$ cat src/rtl/eth_pkg.sv
// Shared types and constants for the MII transmit path.
package eth_pkg;

    typedef enum logic [2:0] {
        ST_IDLE,
        ST_PREAMBLE,
        ST_DATA,
        ST_PAD,
        ST_FCS,
        ST_IFG,
        ST_DRAIN
    } tx_state_t;

    localparam logic [3:0]  ETH_PREAMBLE_NIB = 4'h5;
    localparam logic [3:0]  ETH_SFD_NIB      = 4'hD;
    localparam logic [31:0] CRC32_POLY_REFL  = 32'hEDB88320;
    localparam logic [31:0] CRC32_INIT       = 32'hFFFFFFFF;

    // Index of the final nibble of a word; keep of 0 counts as a full word.
    function automatic logic [2:0] last_nib_idx(input logic last, input logic [3:0] keep);
        if (!last) return 3'd7;
        case (keep)
            4'h1:    return 3'd1;
            4'h3:    return 3'd3;
            4'h7:    return 3'd5;
            default: return 3'd7;
        endcase
    endfunction

endpackage

$ cat src/rtl/eth_mii_tx_if.sv
// AXI-stream style frame word channel feeding the MII transmitter.
interface eth_mii_tx_if;

    logic [31:0] s_tdata;
    logic [3:0]  s_tkeep;
    logic        s_tvalid;
    logic        s_tlast;
    logic        s_tready;

    modport master (output s_tdata, output s_tkeep, output s_tvalid, output s_tlast,
                    input  s_tready);
    modport slave  (input  s_tdata, input  s_tkeep, input  s_tvalid, input  s_tlast,
                    output s_tready);

endinterface

$ cat src/rtl/eth_crc32_nibble.sv
// One 4-bit step of the reflected Ethernet CRC-32; purely combinational.
module eth_crc32_nibble
    import eth_pkg::*;
(
    input  logic [31:0] crc_in,
    input  logic [3:0]  nibble,
    output logic [31:0] crc_out
);

    always_comb begin
        logic [31:0] c;
        c = crc_in ^ {28'd0, nibble};
        for (int i = 0; i < 4; i++) begin
            c = c[0] ? ((c >> 1) ^ CRC32_POLY_REFL) : (c >> 1);
        end
        crc_out = c;
    end

endmodule

$ cat src/rtl/eth_mii_tx.sv
// MII transmit back-end: preamble/SFD, nibble serialisation, padding, FCS and IFG.
module eth_mii_tx
    import eth_pkg::*;
#(
    parameter int MIN_FRAME_BYTES  = 60,
    parameter int IFG_NIBBLES      = 24,
    parameter int PREAMBLE_NIBBLES = 15
) (
    input  logic          clk,
    input  logic          rst,
    eth_mii_tx_if.slave   s_axis,
    output logic [3:0]    phy_txd,
    output logic          phy_tx_en,
    output logic          phy_tx_er,
    output logic          tx_busy,
    output logic          tx_frame_done,
    output logic          tx_underrun
);

    localparam logic [7:0]  PRE_LAST  = 8'(PREAMBLE_NIBBLES - 1);
    localparam logic [7:0]  SFD_IDX   = 8'(PREAMBLE_NIBBLES);
    localparam logic [7:0]  IFG_LAST  = 8'(IFG_NIBBLES - 1);
    localparam logic [11:0] MIN_BYTES = 12'(MIN_FRAME_BYTES);

    tx_state_t   state_q, state_d;
    logic [7:0]  cnt_q, cnt_d;
    logic [31:0] word_q, word_d;
    logic        word_last_q, word_last_d;
    logic [2:0]  last_idx_q, last_idx_d;
    logic [11:0] byte_cnt_q, byte_cnt_d;
    logic [31:0] crc_q, crc_d, crc_upd;
    logic [3:0]  txd_q, txd_d;
    logic        tx_en_q, tx_en_d, tx_er_q, tx_er_d;
    logic        busy_q, done_q, done_d, underrun_q, underrun_d, tready_q, tready_d;

    logic        start_frame, load_word, go_underrun, go_fcs;
    logic [2:0]  nib_next;
    logic [11:0] byte_inc;

    // CRC absorbs the data/pad nibble currently on the wire.
    eth_crc32_nibble u_crc (
        .crc_in  (crc_q),
        .nibble  (txd_q),
        .crc_out (crc_upd)
    );

    assign nib_next = cnt_q[2:0] + 3'd1;
    assign byte_inc = (byte_cnt_q == 12'hFFF) ? byte_cnt_q : byte_cnt_q + 12'd1;

    always_comb begin
        state_d     = state_q;
        cnt_d       = cnt_q;
        word_d      = word_q;
        word_last_d = word_last_q;
        last_idx_d  = last_idx_q;
        byte_cnt_d  = byte_cnt_q;
        crc_d       = crc_q;
        txd_d       = 4'h0;
        tx_en_d     = 1'b0;
        tx_er_d     = 1'b0;
        done_d      = 1'b0;
        underrun_d  = 1'b0;
        tready_d    = 1'b0;
        start_frame = 1'b0;
        load_word   = 1'b0;
        go_underrun = 1'b0;
        go_fcs      = 1'b0;

        if (state_q == ST_DATA || state_q == ST_PAD) crc_d = crc_upd;

        unique case (state_q)
            ST_IDLE: start_frame = s_axis.s_tvalid;
            ST_PREAMBLE: begin
                if (cnt_q == SFD_IDX) begin
                    load_word   = s_axis.s_tvalid;
                    go_underrun = !s_axis.s_tvalid;
                end else begin
                    cnt_d    = cnt_q + 8'd1;
                    tx_en_d  = 1'b1;
                    txd_d    = (cnt_q == PRE_LAST) ? ETH_SFD_NIB : ETH_PREAMBLE_NIB;
                    tready_d = (cnt_q == PRE_LAST);
                end
            end
            ST_DATA: begin
                if (cnt_q[2:0] != last_idx_q) begin
                    cnt_d    = {5'd0, nib_next};
                    tx_en_d  = 1'b1;
                    txd_d    = word_q[{nib_next, 2'b00} +: 4];
                    tready_d = !word_last_q && (nib_next == 3'd7);
                    if (nib_next[0]) byte_cnt_d = byte_inc;
                end else if (!word_last_q) begin
                    load_word   = s_axis.s_tvalid;
                    go_underrun = !s_axis.s_tvalid;
                end else if (byte_cnt_q < MIN_BYTES) begin
                    state_d = ST_PAD;
                    cnt_d   = 8'd0;
                    tx_en_d = 1'b1;
                end else begin
                    go_fcs = 1'b1;
                end
            end
            ST_PAD: begin
                // Pad nibbles come in low/high pairs so the byte count stays whole.
                if (!cnt_q[0] || byte_cnt_q < MIN_BYTES) begin
                    cnt_d   = {7'd0, ~cnt_q[0]};
                    tx_en_d = 1'b1;
                    if (!cnt_q[0]) byte_cnt_d = byte_inc;
                end else begin
                    go_fcs = 1'b1;
                end
            end
            ST_FCS: begin
                if (cnt_q[2:0] != 3'd7) begin
                    cnt_d   = {5'd0, nib_next};
                    tx_en_d = 1'b1;
                    txd_d   = ~crc_q[{nib_next, 2'b00} +: 4];
                    done_d  = (nib_next == 3'd7);
                end else begin
                    state_d = ST_IFG;
                    cnt_d   = 8'd0;
                end
            end
            ST_IFG: begin
                if (cnt_q == IFG_LAST) begin
                    state_d     = ST_IDLE;
                    start_frame = s_axis.s_tvalid;
                end else begin
                    cnt_d = cnt_q + 8'd1;
                end
            end
            ST_DRAIN: begin
                if (s_axis.s_tvalid && s_axis.s_tlast) begin
                    state_d = ST_IFG;
                    cnt_d   = 8'd0;
                end else begin
                    tready_d = 1'b1;
                end
            end
            default: state_d = ST_IDLE;
        endcase

        if (start_frame) begin
            state_d    = ST_PREAMBLE;
            cnt_d      = 8'd0;
            tx_en_d    = 1'b1;
            txd_d      = ETH_PREAMBLE_NIB;
            crc_d      = CRC32_INIT;
            byte_cnt_d = 12'd0;
        end
        if (load_word) begin
            state_d     = ST_DATA;
            cnt_d       = 8'd0;
            word_d      = s_axis.s_tdata;
            word_last_d = s_axis.s_tlast;
            last_idx_d  = last_nib_idx(s_axis.s_tlast, s_axis.s_tkeep);
            tx_en_d     = 1'b1;
            txd_d       = s_axis.s_tdata[3:0];
        end
        // First FCS nibble must use the CRC including the nibble now on the wire.
        if (go_fcs) begin
            state_d = ST_FCS;
            cnt_d   = 8'd0;
            tx_en_d = 1'b1;
            txd_d   = ~crc_upd[3:0];
        end
        if (go_underrun) begin
            state_d    = ST_DRAIN;
            tx_en_d    = 1'b1;
            tx_er_d    = 1'b1;
            underrun_d = 1'b1;
            tready_d   = 1'b1;
        end
    end

    always_ff @(posedge clk) begin
        if (rst) begin
            state_q     <= ST_IDLE;
            cnt_q       <= 8'd0;
            word_q      <= 32'd0;
            word_last_q <= 1'b0;
            last_idx_q  <= 3'd0;
            byte_cnt_q  <= 12'd0;
            crc_q       <= CRC32_INIT;
            txd_q       <= 4'h0;
            tx_en_q     <= 1'b0;
            tx_er_q     <= 1'b0;
            busy_q      <= 1'b0;
            done_q      <= 1'b0;
            underrun_q  <= 1'b0;
            tready_q    <= 1'b0;
        end else begin
            state_q     <= state_d;
            cnt_q       <= cnt_d;
            word_q      <= word_d;
            word_last_q <= word_last_d;
            last_idx_q  <= last_idx_d;
            byte_cnt_q  <= byte_cnt_d;
            crc_q       <= crc_d;
            txd_q       <= txd_d;
            tx_en_q     <= tx_en_d;
            tx_er_q     <= tx_er_d;
            busy_q      <= (state_d != ST_IDLE);
            done_q      <= done_d;
            underrun_q  <= underrun_d;
            tready_q    <= tready_d;
        end
    end

    assign s_axis.s_tready = tready_q;
    assign phy_txd         = txd_q;
    assign phy_tx_en       = tx_en_q;
    assign phy_tx_er       = tx_er_q;
    assign tx_busy         = busy_q;
    assign tx_frame_done   = done_q;
    assign tx_underrun     = underrun_q;

endmodule

$ cat src/flat_wrapper.sv
// flat-port wrapper written by rule: the top's interface ports become plain ports
module eth_mii_tx_flat import eth_pkg::*;
#(
    parameter int MIN_FRAME_BYTES  = 60,
    parameter int IFG_NIBBLES      = 24,
    parameter int PREAMBLE_NIBBLES = 15
)
  (clk, rst, phy_txd, phy_tx_en, phy_tx_er, tx_busy, tx_frame_done, tx_underrun, s_axis_s_tdata, s_axis_s_tkeep, s_axis_s_tvalid, s_axis_s_tlast, s_axis_s_tready);
  eth_mii_tx_if s_axis_i ();
  input  logic clk;
  input  logic rst;
  output logic [3:0] phy_txd;
  output logic phy_tx_en;
  output logic phy_tx_er;
  output logic tx_busy;
  output logic tx_frame_done;
  output logic tx_underrun;
  input wire logic [$bits(s_axis_i.s_tdata)-1:0] s_axis_s_tdata;
  input wire logic [$bits(s_axis_i.s_tkeep)-1:0] s_axis_s_tkeep;
  input wire logic [$bits(s_axis_i.s_tvalid)-1:0] s_axis_s_tvalid;
  input wire logic [$bits(s_axis_i.s_tlast)-1:0] s_axis_s_tlast;
  output wire logic [$bits(s_axis_i.s_tready)-1:0] s_axis_s_tready;
  assign s_axis_i.s_tdata = s_axis_s_tdata;
  assign s_axis_i.s_tkeep = s_axis_s_tkeep;
  assign s_axis_i.s_tvalid = s_axis_s_tvalid;
  assign s_axis_i.s_tlast = s_axis_s_tlast;
  assign s_axis_s_tready = s_axis_i.s_tready;
  eth_mii_tx #(.MIN_FRAME_BYTES(MIN_FRAME_BYTES), .IFG_NIBBLES(IFG_NIBBLES), .PREAMBLE_NIBBLES(PREAMBLE_NIBBLES)) u_core (.clk(clk), .rst(rst), .s_axis(s_axis_i), .phy_txd(phy_txd), .phy_tx_en(phy_tx_en), .phy_tx_er(phy_tx_er), .tx_busy(tx_busy), .tx_frame_done(tx_frame_done), .tx_underrun(tx_underrun));
endmodule
$ cat config.mk
export PLATFORM = sky130hd
export DESIGN_NAME = eth_mii_tx_flat
export DESIGN_NICKNAME = d
export VERILOG_FILES = /design/src/rtl/eth_pkg.sv /design/src/rtl/eth_mii_tx_if.sv /design/src/rtl/eth_crc32_nibble.sv /design/src/rtl/eth_mii_tx.sv /design/src/flat_wrapper.sv
export SDC_FILE = /design/constraint.sdc
export NUM_CORES = 1
export LEC_CHECK = 0
export ABC_AREA = 1
export ABC_CLOCK_PERIOD_IN_PS = 2200
export CAP_MARGIN = 30
export CORE_ASPECT_RATIO = 2
export CORE_UTILIZATION = 54
export CTS_BUF_LIST = sky130_fd_sc_hd__clkbuf_8
export CTS_CLUSTER_SIZE = 28
export DETAILED_ROUTE_END_ITERATION = 10
export GPL_TIMING_DRIVEN = 0
export MAX_ROUTING_LAYER = met4
export PLACE_DENSITY = 0.79
export RECOVER_POWER = 25
export SLEW_MARGIN = 5
export SYNTH_ARGS = -nofsm -noshare
export SYNTH_HDL_FRONTEND = slang
export SYNTH_SLANG_ARGS = --single-unit
$ cat constraint.sdc
create_clock -name clk -period 2.2 [get_ports clk]
set_clock_uncertainty 0.1 [all_clocks]
set_input_delay 0.44 -clock clk [delete_from_list [all_inputs] [get_ports clk]]
set_output_delay 0.44 -clock clk [all_outputs]
set_load 0.05 [all_outputs]
After elaboration in Yosys (flattened, before gate mapping) --
Cells that the tools add are included.
Word-level totals: register bits after elaboration 100, input bits 40, output and inout port bits 10, word-level logic and storage cells 146
Operators by class: $add $sub $neg 3, order comparisons 1, equal/unequal tests 25, shifts and indexed selects 2, multiplexer cells 75, bitwise operators 10, reductions and logical operators 17
Operators by type and width (count):
- $mux W32 | 4
- $shiftx A32 B6 Y4 | 2
- $mux W12 | 5
- $mux W8 | 7
- $not A13 Y14 | 4
- $pmux W8 S6 | 1
- $mux W3 | 13
- $xor A32 B4 Y32 | 1
- $mux W1 | 28
- $mux W4 | 7
- $pmux W12 S2 | 1
- $eq A8 B4 Y1 const B | 2
- $pmux W3 S5 | 1
- $add A12 B1 Y12 const B | 1
- $eq A12 B12 Y1 const B | 1
- $eq A3 B3 Y1 const B | 4
- $lt A12 B6 Y1 const B | 1
- $pmux W4 S3 | 1
- $ne A2 B2 Y1 const B | 5
- $pmux W3 S3 | 1
- $add A8 B1 Y8 const B | 1
- $eq A8 B5 Y1 const B | 1
- $not A4 Y4 | 2
- $pmux W1 S2 | 4
- 25 further kinds | 35

Longest topological paths before layout --
depth in word-level cells 11, depth in mapped cells 14, depth with buffers taken out 13

By module --
A second synthesis with hierarchy kept.
Unflattened totals: cells, all modules 946, area total of the unflattened synthesis 5879.4 µm²
By module, submodules not included:
- eth_mii_tx | instances 1, cells each 770, area an instance 5056.1 µm², seq. area each 2001.9 µm²
- eth_crc32_nibble | instances 1, cells each 176, area an instance 823.3 µm², seq. area each 0.0 µm²

Least setup slack after synthesis --
Ideal clock, no wire load.
path kind register to register, start point reg u_core.cnt_q[0], end point reg u_core.txd_q[3], in the netlist u_core.phy_txd[3], library setup time 0.112 ns, data arrival time 2.060 ns, required time 1.988 ns, setup slack -0.071 ns, stages on the path, launching flop included 15, buffers on the path 4, period minus slack after synthesis 2.271 ns, path through dfxtp_1 > buf_4 > inv_1 > buf_2 > buf_2 > ha_1 > inv_1 > clkbuf_1 > nand3_1 > nand2_1 > nor2_1 > o21ai_0 > nand3_1 > nor2_1 > nor2_1
On the way: word-level cells in the longest chain between the ends 8, elaborated cells between the ends (all ways) 27, those cells by class 1 x add/sub; 5 x eq/ne; 2 x shift; 16 x mux; 1 x bitwise; 2 x reduce/logical
RTL lines:
- from (decl) | line eth_mii_tx.sv:26 | logic [7:0] cnt_q, cnt_d;
- from (signal assigned) | line eth_mii_tx.sv:193 | cnt_q <= cnt_d;
- $add A3 B1 Y3 | line eth_mii_tx.sv:47 | assign nib_next = cnt_q[2:0] + 3'd1;
- $shiftx A32 B6 Y4 | line eth_mii_tx.sv:116 | txd_d = ~crc_q[{nib_next, 2'b00} +: 4];
- $not A4 Y4 | line eth_mii_tx.sv:116
- $mux W4 | line eth_mii_tx.sv:113 | if (cnt_q[2:0] != 3'd7) begin
- $pmux W4 S3 | line eth_mii_tx.sv:71 | unique case (state_q)
- $mux W4 | line eth_mii_tx.sv:142 | if (start_frame) begin
- $mux W4 | line eth_mii_tx.sv:150 | if (load_word) begin
- $mux W4 (*) | line eth_mii_tx.sv:160 | if (go_fcs) begin
- to (signal assigned) | line eth_mii_tx.sv:199 | txd_q <= txd_d;
- to (decl) | line eth_mii_tx.sv:32 | logic [3:0] txd_q, txd_d;
Mark *: on every way between the ends. The rest lies on a longest branch, timed or not. A chain may end at the register's enable or synchronous reset.

Final worst setup path --
start point reg u_core.txd_q[1], in the netlist u_core.phy_txd[1], end point out phy_txd[1]
RTL lines:
- to (decl) | line flat_wrapper.sv:12 | output logic [3:0] phy_txd;
No word-level cell between the ends.

==> metrics <==
outcome finished, final reports clean; first-pass GRT wire length ~26000 um; diode count 0; final non-filler cell area 6470 sq um; maximum vdd drop 412.3 uV; chip width 72.95 um; post-route ant nets 0; Commonest cells post-synth nand2_1, nor2_1, dfxtp_1; Post-Place Worst Slack -0.5584 ns; Slowest-stage cell, CP clkdlybuf4s50_1; unrepaired setup endpoints after global routing yes; Core Footprint 9763 sq um; Max Slew Vio Count 0; EDFF count, synth 0; mean post-synth cell area between 6 and 7 sq um; average via count per standard cell 5.738; period utilisation layout 0.9635; aggregate global routing overflow 0; htree depth 3; GR peak layer met2; CP endpoint kind output pin; vias in the first global route ~5400; via count approximately 5700; synth top area cells dfxtp_1, nand2_1, nor2_1; CTS clk-pin slew, worst paths 0.10 ns; pwr/cell area roughly 550 nW/um^2; Pleak approximately 0.0028 uW; initial core utilization 0.5568; Routability Congestion 0.9802; most numerous cell in the Yosys netlist nand2_1; CTS tree yes; root buf cell clkbuf_8; Startpoint Class flip-flop; die area 10500 sq um; flop and latch count out of synthesis 100; initial detailed-routing violation count 550; R2R Path End u_core.phy_txd[2]; Min-Delay Path Class reg -> reg; Skew-Pair Late Insertion Delay 0.38 ns; antenna violations before repair 0; GRT Overall Usage 0.3319; worst-path maximum fanout 3; Final #Nets 907; Area Growth Syn to Fin 19.01%; Remaining DRCs 0; Syn Inst Count roughly 800; min-delay src u_core.word_q[2]; share of layout cells above drive strength 1 0.1073; Worst slew margin 0.5780; worst-path cell chain clkdlybuf4s50_1; grt met3 use 0.05610; Post-Place Cell Area just over 6000 sq um; fmax between 400 and 500 MHz; slack of the critical path 0.08024 ns; FF-to-FF setup slack around 0.08 ns; largest area contributor in the netlist dfxtp_1; worst-case clock buffer depth 2; WP data arrival between 1.5 and 2 ns; drt total wl roughly 16000 um; reg-to-reg startpoint u_core.cnt_q[0]; worst path required time between 1.5 and 2 ns; worst setup path endpoint phy_txd[1]; wire per inst approximately 16 um; dpl hpwl 11970 um; Die H about 140 um; Finish-stage setup viols 0; I/O pin count 50; Crit Path Class reg -> out; maxcap violations 0; port bufs 49; largest net degree at the start of global routing 19; Final Util 0.6627; Buf+Inv Stages, Crit Path 1; CTS hold repair buffers 0; Register-to-Register Path Depth 14; CP Launch Point u_core.phy_txd[1]; Worst path max stage delay slightly above 0.8 ns; crit path time final ~2.1 ns; share of the synthesized area in the top cell type 0.3682; post-synth net total between 800 and 900; CP delay by family, top buffers and inverters; Final Non-Filler Cells around 1000; placed insts just under 1000; Synth Warn # 0; number of fill cells 921; Most used DFF post-synth dfxtp_1; Detailed Routing Iterations Pass 1 5; clock sinks 100; Slew @ Worst Pin approximately 0.63 ns; Unique masters post-synth 34; grt met2 use 0.5607; sequential share of the synthesized area 0.3682; Syn Std Cell Area 5436 sq um; final setup TNS 0 ns; Synth async-reset ratio 0; std cell rows 51; final hold violation count 0; cell count along the critical path 1; met1 usage 0.3450; CTS Buf Count 9
## area by class of cell
class	count	area (sq um)	share of cell area
inverter	64	249.0	0.03848
tap	132	165.2	0.02553
timing repair buffer	55	538.0	0.08316
clock inverter	6	53.80	0.008316
buffer	40	271.5	0.04196
sequential	100	2004	0.3098
multi-input combinational	592	3050	0.4715
clock buffer	10	137.6	0.02127
## cell usage in the layout, fill, tap and decap left out, types with 14 or more instances in the layout
cell type / count
nand2_1: 168
nor2_1: 115
dfxtp_1: 98
o21ai_0: 64
inv_1: 56
a21oi_1: 52
nand3_1: 52
clkdlybuf4s50_1: 48
xor2_1: 27
o211ai_1: 24
xnor2_1: 16
clkbuf_1: 14
## stage by stage
stage          total power (uW)  hold slack [ns]
2_1_floorplan              2150           0.3293
3_3_place_gp               2324           0.3427
3_5_place_dp               2332           0.3433
4_1_cts                    3519           0.3576
5_1_grt                    3666           0.3804
6_report                   3545           0.3590
## where the power goes
| group | internal, uW | switching (uW) |
|---|---|---|
| combinational | 220 | 307 |
| sequential | 1820 | 13.3 |
| clock | 465 | 718 |
## worst min-delay path by stage
stage / end / slack, ns / depth (start not counted)
after global routing: u_core.word_q[2] / 0.38 / 2
final: u_core.word_q[2] / 0.36 / 2
after detailed placement: u_core.word_q[2] / 0.34 / 2
after floorplan: u_core.word_q[2] / 0.33 / 2
after global placement: u_core.word_q[2] / 0.34 / 2
after CTS: u_core.word_q[2] / 0.36 / 2
## flip-flops by register name, summed over array words and instances, names as in the netlist
register / count
u_core.last_idx_q: 3
u_core.word_q: 32
u_core.word_last_q: 1
u_core.s_axis.s_tready: 1
u_core.byte_cnt_q: 12
u_core.phy_txd: 4
u_core.state_q: 3
u_core.tx_frame_done: 1
u_core.tx_busy: 1
u_core.phy_tx_en: 1
u_core.crc_q: 32
u_core.phy_tx_er: 1
u_core.cnt_q: 8
## metal layers
layer	vias to the layer above	wire, um
met5	-	0
met4	0	990
met3	72	1059
met2	275	8199
met1	2653	6039
li1	2732	-
## logic make-up (layout without fill, tap and decap cells)
group	count (synthesis)	after routing	synth area share
AO/OA/AOI/OAI	155	155	0.1572
flip-flops	100	100	0.3682
adder cells (fa/ha/maj)	5	5	0.01151
buffers and inverters	105	175	0.08355
XOR/XNOR	44	44	0.07227
AND/OR/NAND/NOR	388	388	0.3073
## timing repair
| item | in CTS | in global routing |
|---|---|---|
| gates resized for setup | 22 | 24 |
| pin swaps | 0 | 4 |
| setup endpoints to repair | 6 | 64 |
| setup buffers | 2 | 4 |
Note: power is estimated with default switching activity, not from simulation.
